[src/rtl/mux_scan_pkg.sv]
// Shared types and constants for the mux scan controller.
package mux_scan_pkg;

  localparam int unsigned MUX_SCAN_WIDTH = 16;
  localparam int unsigned MUX_SCAN_SEL_W = 4;

  typedef enum logic [1:0] {
    ST_IDLE = 2'd0,
    ST_SCAN = 2'd1,
    ST_DONE = 2'd2
  } mux_scan_state_e;

  // Highest select position for a word of the given width.
  function automatic int unsigned mux_scan_last_sel(input int unsigned width);
    return width - 1;
  endfunction

endpackage

[src/rtl/mux_scan_ctrl.sv]
// Drives a word onto a 16:1 mux, steps select through every position,
// captures the mux output bit by bit and presents the rebuilt word.
// Optional feature: MUX_SCAN_PARITY_EN adds out_parity_o (XOR of captured bits).
module mux_scan_ctrl
  import mux_scan_pkg::*;
#(
  parameter int unsigned WIDTH = MUX_SCAN_WIDTH,
  parameter int unsigned SEL_W = MUX_SCAN_SEL_W
) (
  input  logic             clk_i,
  input  logic             rst_ni,
  input  logic             in_valid_i,
  output logic             in_ready_o,
  input  logic [WIDTH-1:0] in_data_i,
  output logic [WIDTH-1:0] mux_data_o,
  output logic [SEL_W-1:0] mux_select_o,
  input  logic             mux_out_i,
  output logic             out_valid_o,
  input  logic             out_ready_i,
  output logic [WIDTH-1:0] out_data_o,
`ifdef MUX_SCAN_PARITY_EN
  output logic             out_parity_o,
`endif
  output logic             busy_o
);

  localparam logic [1:0] IDLE = ST_IDLE;
  localparam logic [1:0] SCAN = ST_SCAN;
  localparam logic [1:0] DONE = ST_DONE;
  localparam logic [SEL_W-1:0] LAST_SEL = SEL_W'(mux_scan_last_sel(WIDTH));

  logic [1:0]       state_q, state_d;
  logic [WIDTH-1:0] data_q,  data_d;
  logic [SEL_W-1:0] sel_q,   sel_d;
  logic [WIDTH-1:0] res_q,   res_d;
  logic             accept;

  // DONE may hand off straight to a new word when downstream takes the result.
  assign in_ready_o = (state_q == IDLE) || ((state_q == DONE) && out_ready_i);
  assign accept     = in_valid_i && in_ready_o;

  // Next-state: scan step, termination before increment, accept overrides.
  always_comb begin
    state_d = state_q;
    data_d  = data_q;
    sel_d   = sel_q;
    res_d   = res_q;
    case (state_q)
      SCAN: begin
        res_d[sel_q] = mux_out_i;
        if (sel_q == LAST_SEL) state_d = DONE;
        else                   sel_d   = sel_q + 1'b1;
      end
      DONE: if (out_ready_i) state_d = IDLE;
      default: ;
    endcase
    if (accept) begin
      data_d  = in_data_i;
      sel_d   = '0;
      res_d   = '0;
      state_d = SCAN;
    end
  end

  // State, mux drive and result registers.
  always_ff @(posedge clk_i or negedge rst_ni) begin
    if (!rst_ni) begin
      state_q <= IDLE;
      data_q  <= '0;
      sel_q   <= '0;
      res_q   <= '0;
    end else begin
      state_q <= state_d;
      data_q  <= data_d;
      sel_q   <= sel_d;
      res_q   <= res_d;
    end
  end

  assign mux_data_o   = data_q;
  assign mux_select_o = sel_q;
  assign out_valid_o  = (state_q == DONE);
  assign out_data_o   = res_q;
  assign busy_o       = (state_q == SCAN);

`ifdef MUX_SCAN_PARITY_EN
  logic par_q, par_d;

  // Running XOR of captured bits, restarted on every accept.
  always_comb begin
    par_d = par_q;
    if (state_q == SCAN) par_d = par_q ^ mux_out_i;
    if (accept)          par_d = 1'b0;
  end

  // Parity register.
  always_ff @(posedge clk_i or negedge rst_ni) begin
    if (!rst_ni) par_q <= 1'b0;
    else         par_q <= par_d;
  end

  assign out_parity_o = par_q;
`endif

endmodule

[config.mk]
export PLATFORM = sky130hd
export DESIGN_NAME = mux_scan_ctrl
export DESIGN_NICKNAME = d
export VERILOG_FILES = /design/src/rtl/mux_scan_pkg.sv /design/src/rtl/mux_scan_ctrl.sv
export SDC_FILE = /design/constraint.sdc
export NUM_CORES = 1
export LEC_CHECK = 0
export CAP_MARGIN = 5
export CORE_UTILIZATION = 40
export CTS_BUF_LIST = sky130_fd_sc_hd__clkbuf_4
export CTS_CLUSTER_SIZE = 25
export DETAILED_ROUTE_END_ITERATION = 7
export PLACE_DENSITY = 0.71
export SLEW_MARGIN = 5
export SYNTH_ARGS = -nofsm -noshare
export SYNTH_HDL_FRONTEND = slang
export SYNTH_SLANG_ARGS = --single-unit
[constraint.sdc]
create_clock -name clk_i -period 4.35 [get_ports clk_i]
set_clock_uncertainty 0.05 [all_clocks]
set_input_delay 0.87 -clock clk_i [delete_from_list [all_inputs] [get_ports clk_i]]
set_output_delay 0.87 -clock clk_i [all_outputs]
set_load 0.02 [all_outputs]
==> metrics.txt, run 1 <==
Final ANT Viol Nets 0; synthesis-to-finish area growth 35.1%; register area share after synthesis 51.1%; Fin. Hold Viols 0; overall routed net length 3900 µm; Initial Util 42.1%; IO buf count 59; DR pass1 iterations 4; number of global-route vias before repair 1387; DR iter-0 viols 95; peak supply drop 0.000385 V; Slew Viols, Final 0; CTS tree built; Main synth FF type dfrtp_1; mapped cell area 1860 µm²; count of cell types in the netlist 27; most common cell in the synthesized netlist dfrtp_1; share of cells above drive strength 1 12.8%; number of synthesized flops with an enable pin 0; slew margin rel. 42.9%; first-pass GRT wire length 6580 µm; Hold Path Class flop to flop; clk sinks 38; Yosys warnings 0; critical path arrival 2.17 ns; Clk Latency, worst-skew pair 0.34 ns; Total Die Area 4920 µm²; clk root buf clkbuf_4; Ports 60; CP max stage cell clkdlybuf4s50_1; postcts setup bufs 0; leakage 0.00116 µW; crit-path cells clkdlybuf4s50_1 -> a21oi_2 -> inv_1 -> clkdlybuf4s50_1; Fmax 323 MHz; max-cap violation count 0; startpoint types input pin; quantity of hold-fixing buffers added after cts 0; Die W 70.2 µm; drt wl/cell 14.4 µm; DP Wirelength 2630 µm; FF-to-FF path depth 6; status finished, final reports clean; PwrDens 596 nW/µm²; Final setup viols 0; largest net degree at the start of global routing 39; placed inst area 2460 µm²; Avg Inst Size Synth 11.7 µm²; synth top area cells dfrtp_1 51%, mux2i_1 6.5%, mux2_4 6.5%; Synth Instances 159; Core Region 4410 µm²; R2R setup slack 2.25 ns; antenna cells 0; worst slew pin tran 0.856 ns; Worst Hold Path Cells 1; Crit Path Class input pin to primary output; hold path endpoint mux_data_o[4]; Die Height 70.2 µm; Syn Nets 188; #FFs+latches synth 38; # rows 24; most frequent CP cell clkdlybuf4s50_1; hold path start mux_data_o[4]; DR vias/cell 5.16; unrepaired setup endpoints after global routing false; RR Endpoint mux_data_o[12]; CTS Buf Count 5; DRC 0; Critical Path End Type primary output; fin nets 246; final instance area 2510 µm²; setup TNS 0 ns; GR Overflow Total 0; RR Startpoint state_q[0]; post-CTS sizing 0; Final Non-Filler Cells 270; critical path fanouts, max 3; WP data required 3.43 ns; Max Root-Sink Buffers 2; placed insts 262; RD Place Congestion 0.674; H-tree depth 2; commonest cells in the netlist 38 x dfrtp_1, 13 x nor2_1, 12 x mux2i_1; cell accounting for the most synthesized area dfrtp_1; max incr delay on CP 0.53 ns; Period Utilization, post-route 71.1%; Yosys top cell area share 51.1%; GRT Total Usage 17.0%; overall via count from detail_route 1392; Worst-path clk slew 0.11 ns; initial antenna violation count 0; ys async rst share 100%; min Tclk post-route 3.09 ns
## sequential cells by signal (all words and copies together) (netlist names)
signal	count
out_data_o	16
mux_select_o	4
mux_data_o	16
state_q	2
## where the power goes
part,internal (µW),switching [µW]
combinational,393,395
sequential,460,75.9
clock,57.7,116
## critical path: cells and delay by family
kind	cells	cell delay (ns)
buffers and inverters	3	1.05
AOI/OAI and AO/OA	1	0.25
## cells in the final DEF (no fill, tap or decap)
master,Yosys,routed
clkdlybuf4s50_1,0,58
dfrtp_1,38,38
nor2_1,13,13
mux2i_1,12,12
inv_1,9,9
nand4_1,9,9
mux2_4,8,8
mux2_2,8,8
nand4b_1,8,8
a21oi_1,8,8
ha_1,8,8
o21ai_0,7,7
nand2_1,6,6
clkbuf_4,0,5
nand3_1,3,3
o211ai_1,3,3
clkinv_1,0,3
or2_2,2,2
buf_4,2,2
a21oi_2,1,1
nor2_4,1,1
nand2b_1,1,1
and3b_1,1,1
and3_1,1,1
o221ai_1,1,1
a22o_1,1,1
buf_2,4,1
## cell families (layout without fill, tap and decap cells)
| logic type | Yosys count | after routing | share of synthesized area (%) |
|---|---|---|---|
| fa+ha+maj | 8 | 8 | 5.38 |
| compound gates | 21 | 21 | 6.66 |
| buf+inv | 19 | 78 | 5.18 |
| mux | 28 | 28 | 17.8 |
| simple gates | 45 | 45 | 13.9 |
| flops | 38 | 38 | 51.1 |
## through the flow
| stage | power (µW) | hold slack (ns) | worst slack [ns] | utilization [%] |
|---|---|---|---|---|
| after detailed placement | 1340 | 0.445 | 1.25 | 55.8 |
| after global routing | 1600 | 0.492 | 1.22 | 56.9 |
| after CTS | 1520 | 0.473 | 1.25 | 56.9 |
| after global placement | 1330 | 0.439 | 1.27 | 55.8 |
| after floorplan | 1030 | 0.471 | 2.22 | - |
| final | 1500 | 0.466 | 1.26 | 56.9 |
## worst max path at each step
stage                     cells after the start         end         from
after floorplan                               2  in_ready_o  out_ready_i
after detailed placement                      4  in_ready_o  out_ready_i
after global placement                        4  in_ready_o  out_ready_i
after global routing                          4  in_ready_o  out_ready_i
after CTS                                     4  in_ready_o  out_ready_i
final                                         4  in_ready_o  out_ready_i
## cell type report
type / instances / area, µm²
fill: 394 / 1900
sequential: 38 / 951
multi-input combinational: 102 / 812
timing repair buffer: 61 / 601
tap: 52 / 65.1
clock buffer: 5 / 37.5
inverter: 9 / 33.8
clock inverter: 3 / 11.3
## metal layers
metal	track usage [%]	share of wire, %	routed length [µm]
met1	22.0	46	1780
met2	26.1	46	1810
met3	6.64	6.8	265
met4	5.33	1.2	48
met5	0	0	0
No activity file was read; power rests on OpenSTA's default activity.
==> run 2, diff against run 1 <==
==> constraint.sdc (replaced) <==
create_clock -name clk_i -period 3.09 [get_ports clk_i]
set_clock_uncertainty 0.05 [all_clocks]
set_input_delay 0.618 -clock clk_i [delete_from_list [all_inputs] [get_ports clk_i]]
set_output_delay 0.618 -clock clk_i [all_outputs]
set_load 0.02 [all_outputs]
==> run 2 against run 1 <==
Effect of this change:
- setup slack worse by 0.75 ns
- clock power is 41% higher
- core utilization rose by 0.14 points
- final cell count is the same
- non-clock buffer count is 1 higher
- critical endpoint unchanged
==> metrics.txt, run 2 (synthesis results as in run 1) <==
Fin. Hold Viols 0; Total Die Area 4920 µm²; unrepaired setup endpoints after global routing false; Core Region 4410 µm²; RD Place Congestion 0.794; quantity of hold-fixing buffers added after cts 0; DP Wirelength 2640 µm; sequential share of power 35.5%; Initial Util 42.1%; Slew Viols, Final 0; P_int 1290 µW; Die Height 70.2 µm; clk sinks 38; max-cap violation count 0; number of global-route vias before repair 1398; DR iter-0 viols 118; Final ANT Viol Nets 0; final core occ 57.0%; Clock power frac 11.5%; Sw Share 39.1%; leakage 0.00117 µW; initial antenna violation count 0; Max Root-Sink Buffers 2; postcts setup bufs 0; Die W 70.2 µm; DR pass1 iterations 4; largest net degree at the start of global routing 39; Period Utilization, post-route 83.6%; startpoint types input pin; synthesis-to-finish area growth 35.4%; setup TNS 0 ns; Crit Path Class input pin to primary output; share of cells above drive strength 1 14.2%; overall via count from detail_route 1402; drt wl/cell 14.3 µm; clk root buf clkbuf_4; CTS Buf Count 5; first-pass GRT wire length 6600 µm; slew margin rel. 44.5%; worst slew pin tran 0.832 ns; min Tclk post-route 2.58 ns; most frequent cells in the layout 58 x clkdlybuf4s50_1, 38 x dfrtp_1, 13 x nor2_1; antenna cells 0; most common cell after layout, fill and taps aside clkdlybuf4s50_1; Psw 829 µW; combinational power share 53.0%; Hold Path Class input pin to asynchronous set/reset pin; Worst-path clk slew 0.12 ns; placed inst area 2470 µm²; PwrDens 842 nW/µm²; IO buf count 59; CTS tree built; status finished, final reports clean; Critical Path End Type primary output; GRT Total Usage 17.1%; DRC 0; H-tree depth 2; Clk Latency, worst-skew pair 0.35 ns; final instance area 2520 µm²; overall routed net length 3850 µm; post-CTS sizing 0; peak supply drop 0.000524 V; GR Overflow Total 0; Fmax 387 MHz; # rows 24; fin nets 247; critical path fanouts, max 3; DR vias/cell 5.19; Final setup viols 0; WP data required 2.42 ns; Ports 60; critical path arrival 1.92 ns
-- run 2: cell types whose count changed in the layout (fill, tap and decap cells not counted), sizes merged --
cell / before / now
clkinv: 3 / 2
buf: 3 / 4
-- run 2: cell type report --
type	instances	area (µm²)
fillers	378	1900
repair buffers	62	608
inverters	9	33.8
flip-flops and latches	38	951
clock buffers	5	37.5
well taps	52	65.1
multi-input cells	102	812
clock inverters	2	10.0
-- run 2: power groups by stage --
stage                     Clock, µW  Sequential [µW]  Combinational [µW]
after floorplan                   0              911                 533
after global placement            0              760                1110
after detailed placement          0              762                1130
after CTS                       253              755                1130
after global routing            268              774                1210
final                           244              752                1120
-- run 2: critical path: stages --
cell,delay [ns]
clkdlybuf4s50_1,0.46
a21oi_2,0.25
inv_1,0.06
clkdlybuf4s50_1,0.53
-- run 2: worst paths after layout --
kind / from / cells after the start / slack (ns) / endpoint
worst max-delay path: out_ready_i / 4 / 0.51 / in_ready_o
worst min-delay path: rst_ni / 1 / 0.30 / out_data_o[6]
worst max register to register: state_q[0] / 5 / 1.20 / mux_data_o[14]
worst min register to register: mux_data_o[15] / 1 / 0.47 / mux_data_o[15]
max in group asynchronous: rst_ni / 1 / 2.15 / state_q[0]
min in group clk_i: mux_data_o[15] / 1 / 0.47 / mux_data_o[15]
-- run 2: per-stage QoR --
| stage | instances | hold slack [ns] | setup WS (ns) | power (µW) |
|---|---|---|---|---|
| detailed placement | 263 | 0.443 | 0.510 | 1890 |
| floorplan | 159 | 0.272 | 1.30 | 1440 |
| global placement | 263 | 0.439 | 0.520 | 1870 |
| CTS | 270 | 0.338 | 0.505 | 2140 |
| global route | 270 | 0.373 | 0.425 | 2250 |
| finish | 270 | 0.303 | 0.505 | 2120 |
-- run 2: routing by layer --
metal  global-route usage (%)  up-vias  share of wire [%]  wire [µm]
met1                     22.0      669                 47       1820
met2                     26.2       49                 45       1730
li1                         -      680                  -          -
met3                     5.34        4                7.1        274
met5                        0        -                  0          0
met4                     8.00        0               0.78         30
==> run 3, diff against run 2 <==
--- a/config.mk
+++ b/config.mk
@@ -10,7 +10,7 @@
 export CTS_BUF_LIST = sky130_fd_sc_hd__clkbuf_4
 export CTS_CLUSTER_SIZE = 25
 export DETAILED_ROUTE_END_ITERATION = 7
-export PLACE_DENSITY = 0.71
+export PLACE_DENSITY = 0.74
 export SLEW_MARGIN = 5
 export SYNTH_ARGS = -nofsm -noshare
 export SYNTH_HDL_FRONTEND = slang
==> constraint.sdc (replaced) <==
create_clock -name clk_i -period 2.35 [get_ports clk_i]
set_clock_uncertainty 0.05 [all_clocks]
set_input_delay 0.47 -clock clk_i [delete_from_list [all_inputs] [get_ports clk_i]]
set_output_delay 0.47 -clock clk_i [all_outputs]
set_load 0.02 [all_outputs]
==> run 3 against run 2 <==
Effect of this change:
- final cell count rose by 1.1%
- core utilization increased by 1.0 points
- non-clock buffer count up 3
- via count grew 0.36%
- sequential power is 29% higher
- design area is 1.8% higher
- critical path depth down 1
- hold slack got worse by 0.14 ns
- critical endpoint is now out_valid_o
==> metrics.txt, run 3 (synthesis results as in run 1) <==
startpoint types flop; Max Root-Sink Buffers 2; Final ANT Viol Nets 0; filler cell count 384; Clk Latency, worst-skew pair 0.34 ns; critical path arrival 1.72 ns; sequential share of power 33.8%; largest net degree at the start of global routing 39; RR Endpoint mux_data_o[9]; slew margin rel. 44.8%; R2R setup slack 0.66 ns; DRC 0; WP data required 1.83 ns; number of global-route vias before repair 1430; PwrDens 1120 nW/µm²; Fin. Hold Viols 0; synthesis-to-finish area growth 37.8%; critical path fanouts, max 4; min Tclk post-route 2.24 ns; overall routed net length 3830 µm; initial antenna violation count 0; CTS Buf Count 5; status finished, final reports clean; clk root buf clkbuf_4; leakage 0.00119 µW; RD Place Congestion 0.889; Period Utilization, post-route 95.2%; Reg area 951 µm²; Crit Path Class flop to primary output; # rows 24; CP Launch Point state_q[0]; combinational power share 51.4%; crit-path cells inv_1 -> ha_1 -> clkdlybuf4s50_1; Die W 70.2 µm; P_int 1810 µW; hold slack final 0.160 ns; max incr delay on CP 0.63 ns; DR vias/cell 5.15; overall via count from detail_route 1407; peak supply drop 0.000656 V; unrepaired setup endpoints after global routing false; RR Startpoint state_q[0]; Total Die Area 4920 µm²; FF-to-FF path depth 6; CP max stage cell clkdlybuf4s50_1; fin nets 250; most common cell after layout, fill and taps aside clkdlybuf4s50_1; DR pass1 iterations 4; post-CTS sizing 1; area of the multi-input gates 812 µm²; Core Region 4410 µm²; CTS tree built; Final setup viols 0; Psw 1070 µW; Die Height 70.2 µm; Hold Path Class input pin to asynchronous set/reset pin; most frequent cells in the layout 57 x clkdlybuf4s50_1, 38 x dfrtp_1, 13 x nor2_1; first-pass GRT wire length 6680 µm; postcts setup bufs 0; H-tree depth 2; clk sinks 38; quantity of hold-fixing buffers added after cts 0; Ports 60; drt wl/cell 14.0 µm; Worst-path clk slew 0.11 ns; Initial Util 42.1%; Fmax 447 MHz; share of cells above drive strength 1 14.9%; Slew Viols, Final 0; DP Wirelength 2710 µm; Critical Path End Type primary output; GRT Total Usage 17.2%; Sw Share 37.2%; DR iter-0 viols 100; antenna cells 0; GR Overflow Total 0; setup TNS 0 ns; max-cap violation count 0; Clock power frac 14.8%; IO buf count 59; worst slew pin tran 0.829 ns
[run 3: changes by cell type in the layout (fill, tap and decap cells not counted), sizes merged]
cell	previous run	this run
clkinv	2	1
clkdlybuf4s50	58	57
bufinv	0	1
buf	4	7
dlygate4sd2	0	1
[run 3: worst max path at each step]
stage / to / cells after the start
after detailed placement: in_ready_o / 4
after floorplan: mux_data_o[10] / 6
after global routing: out_valid_o / 3
after global placement: in_ready_o / 4
after CTS: out_valid_o / 3
final: out_valid_o / 3
[run 3: critical path: cells and delay by family, from the launching register on]
kind                     cells  cell delay [ns]
flip-flops                   1             0.43
buffers and inverters        2             0.72
adder cells (fa/ha/maj)      1             0.22
[run 3: layer usage]
layer | GRT usage (%) | vias to the layer above | wire (µm)
met5 | 0 | - | 0
met1 | 20.8 | 668 | 1640
met3 | 6.93 | 10 | 276
met4 | 5.78 | 0 | 68
li1 | - | 684 | -
met2 | 28.0 | 45 | 1850
[run 3: metrics by stage]
step,total power [µW],instances,utilization (%),cell area [µm²],setup slack [ns]
detailed placement,2490,266,56.5,2490,0.0566
finish,2880,273,58.0,2560,0.112
CTS,2910,273,58.0,2560,0.0997
floorplan,1900,159,-,1860,0.562
global placement,2460,266,56.5,2490,0.0658
global route,3060,273,58.0,2560,0.0198
[run 3: power by group through the flow]
| stage | clock network [µW] | logic, µW | registers, µW |
|---|---|---|---|
| after CTS | 437 | 1500 | 977 |
| after global placement | 0 | 1480 | 982 |
| after floorplan | 0 | 701 | 1200 |
| after global routing | 470 | 1590 | 1010 |
| after detailed placement | 0 | 1500 | 985 |
| final | 425 | 1480 | 973 |
[run 3: cell type report]
cell class,count,share of cell area (%)
Tap cell,52,2.54
Inverter,9,1.32
Multi-Input combinational cell,102,31.7
Sequential cell,38,37.1
Clock buffer,5,1.46
Timing Repair Buffer,65,24.6
Clock inverter,2,1.32
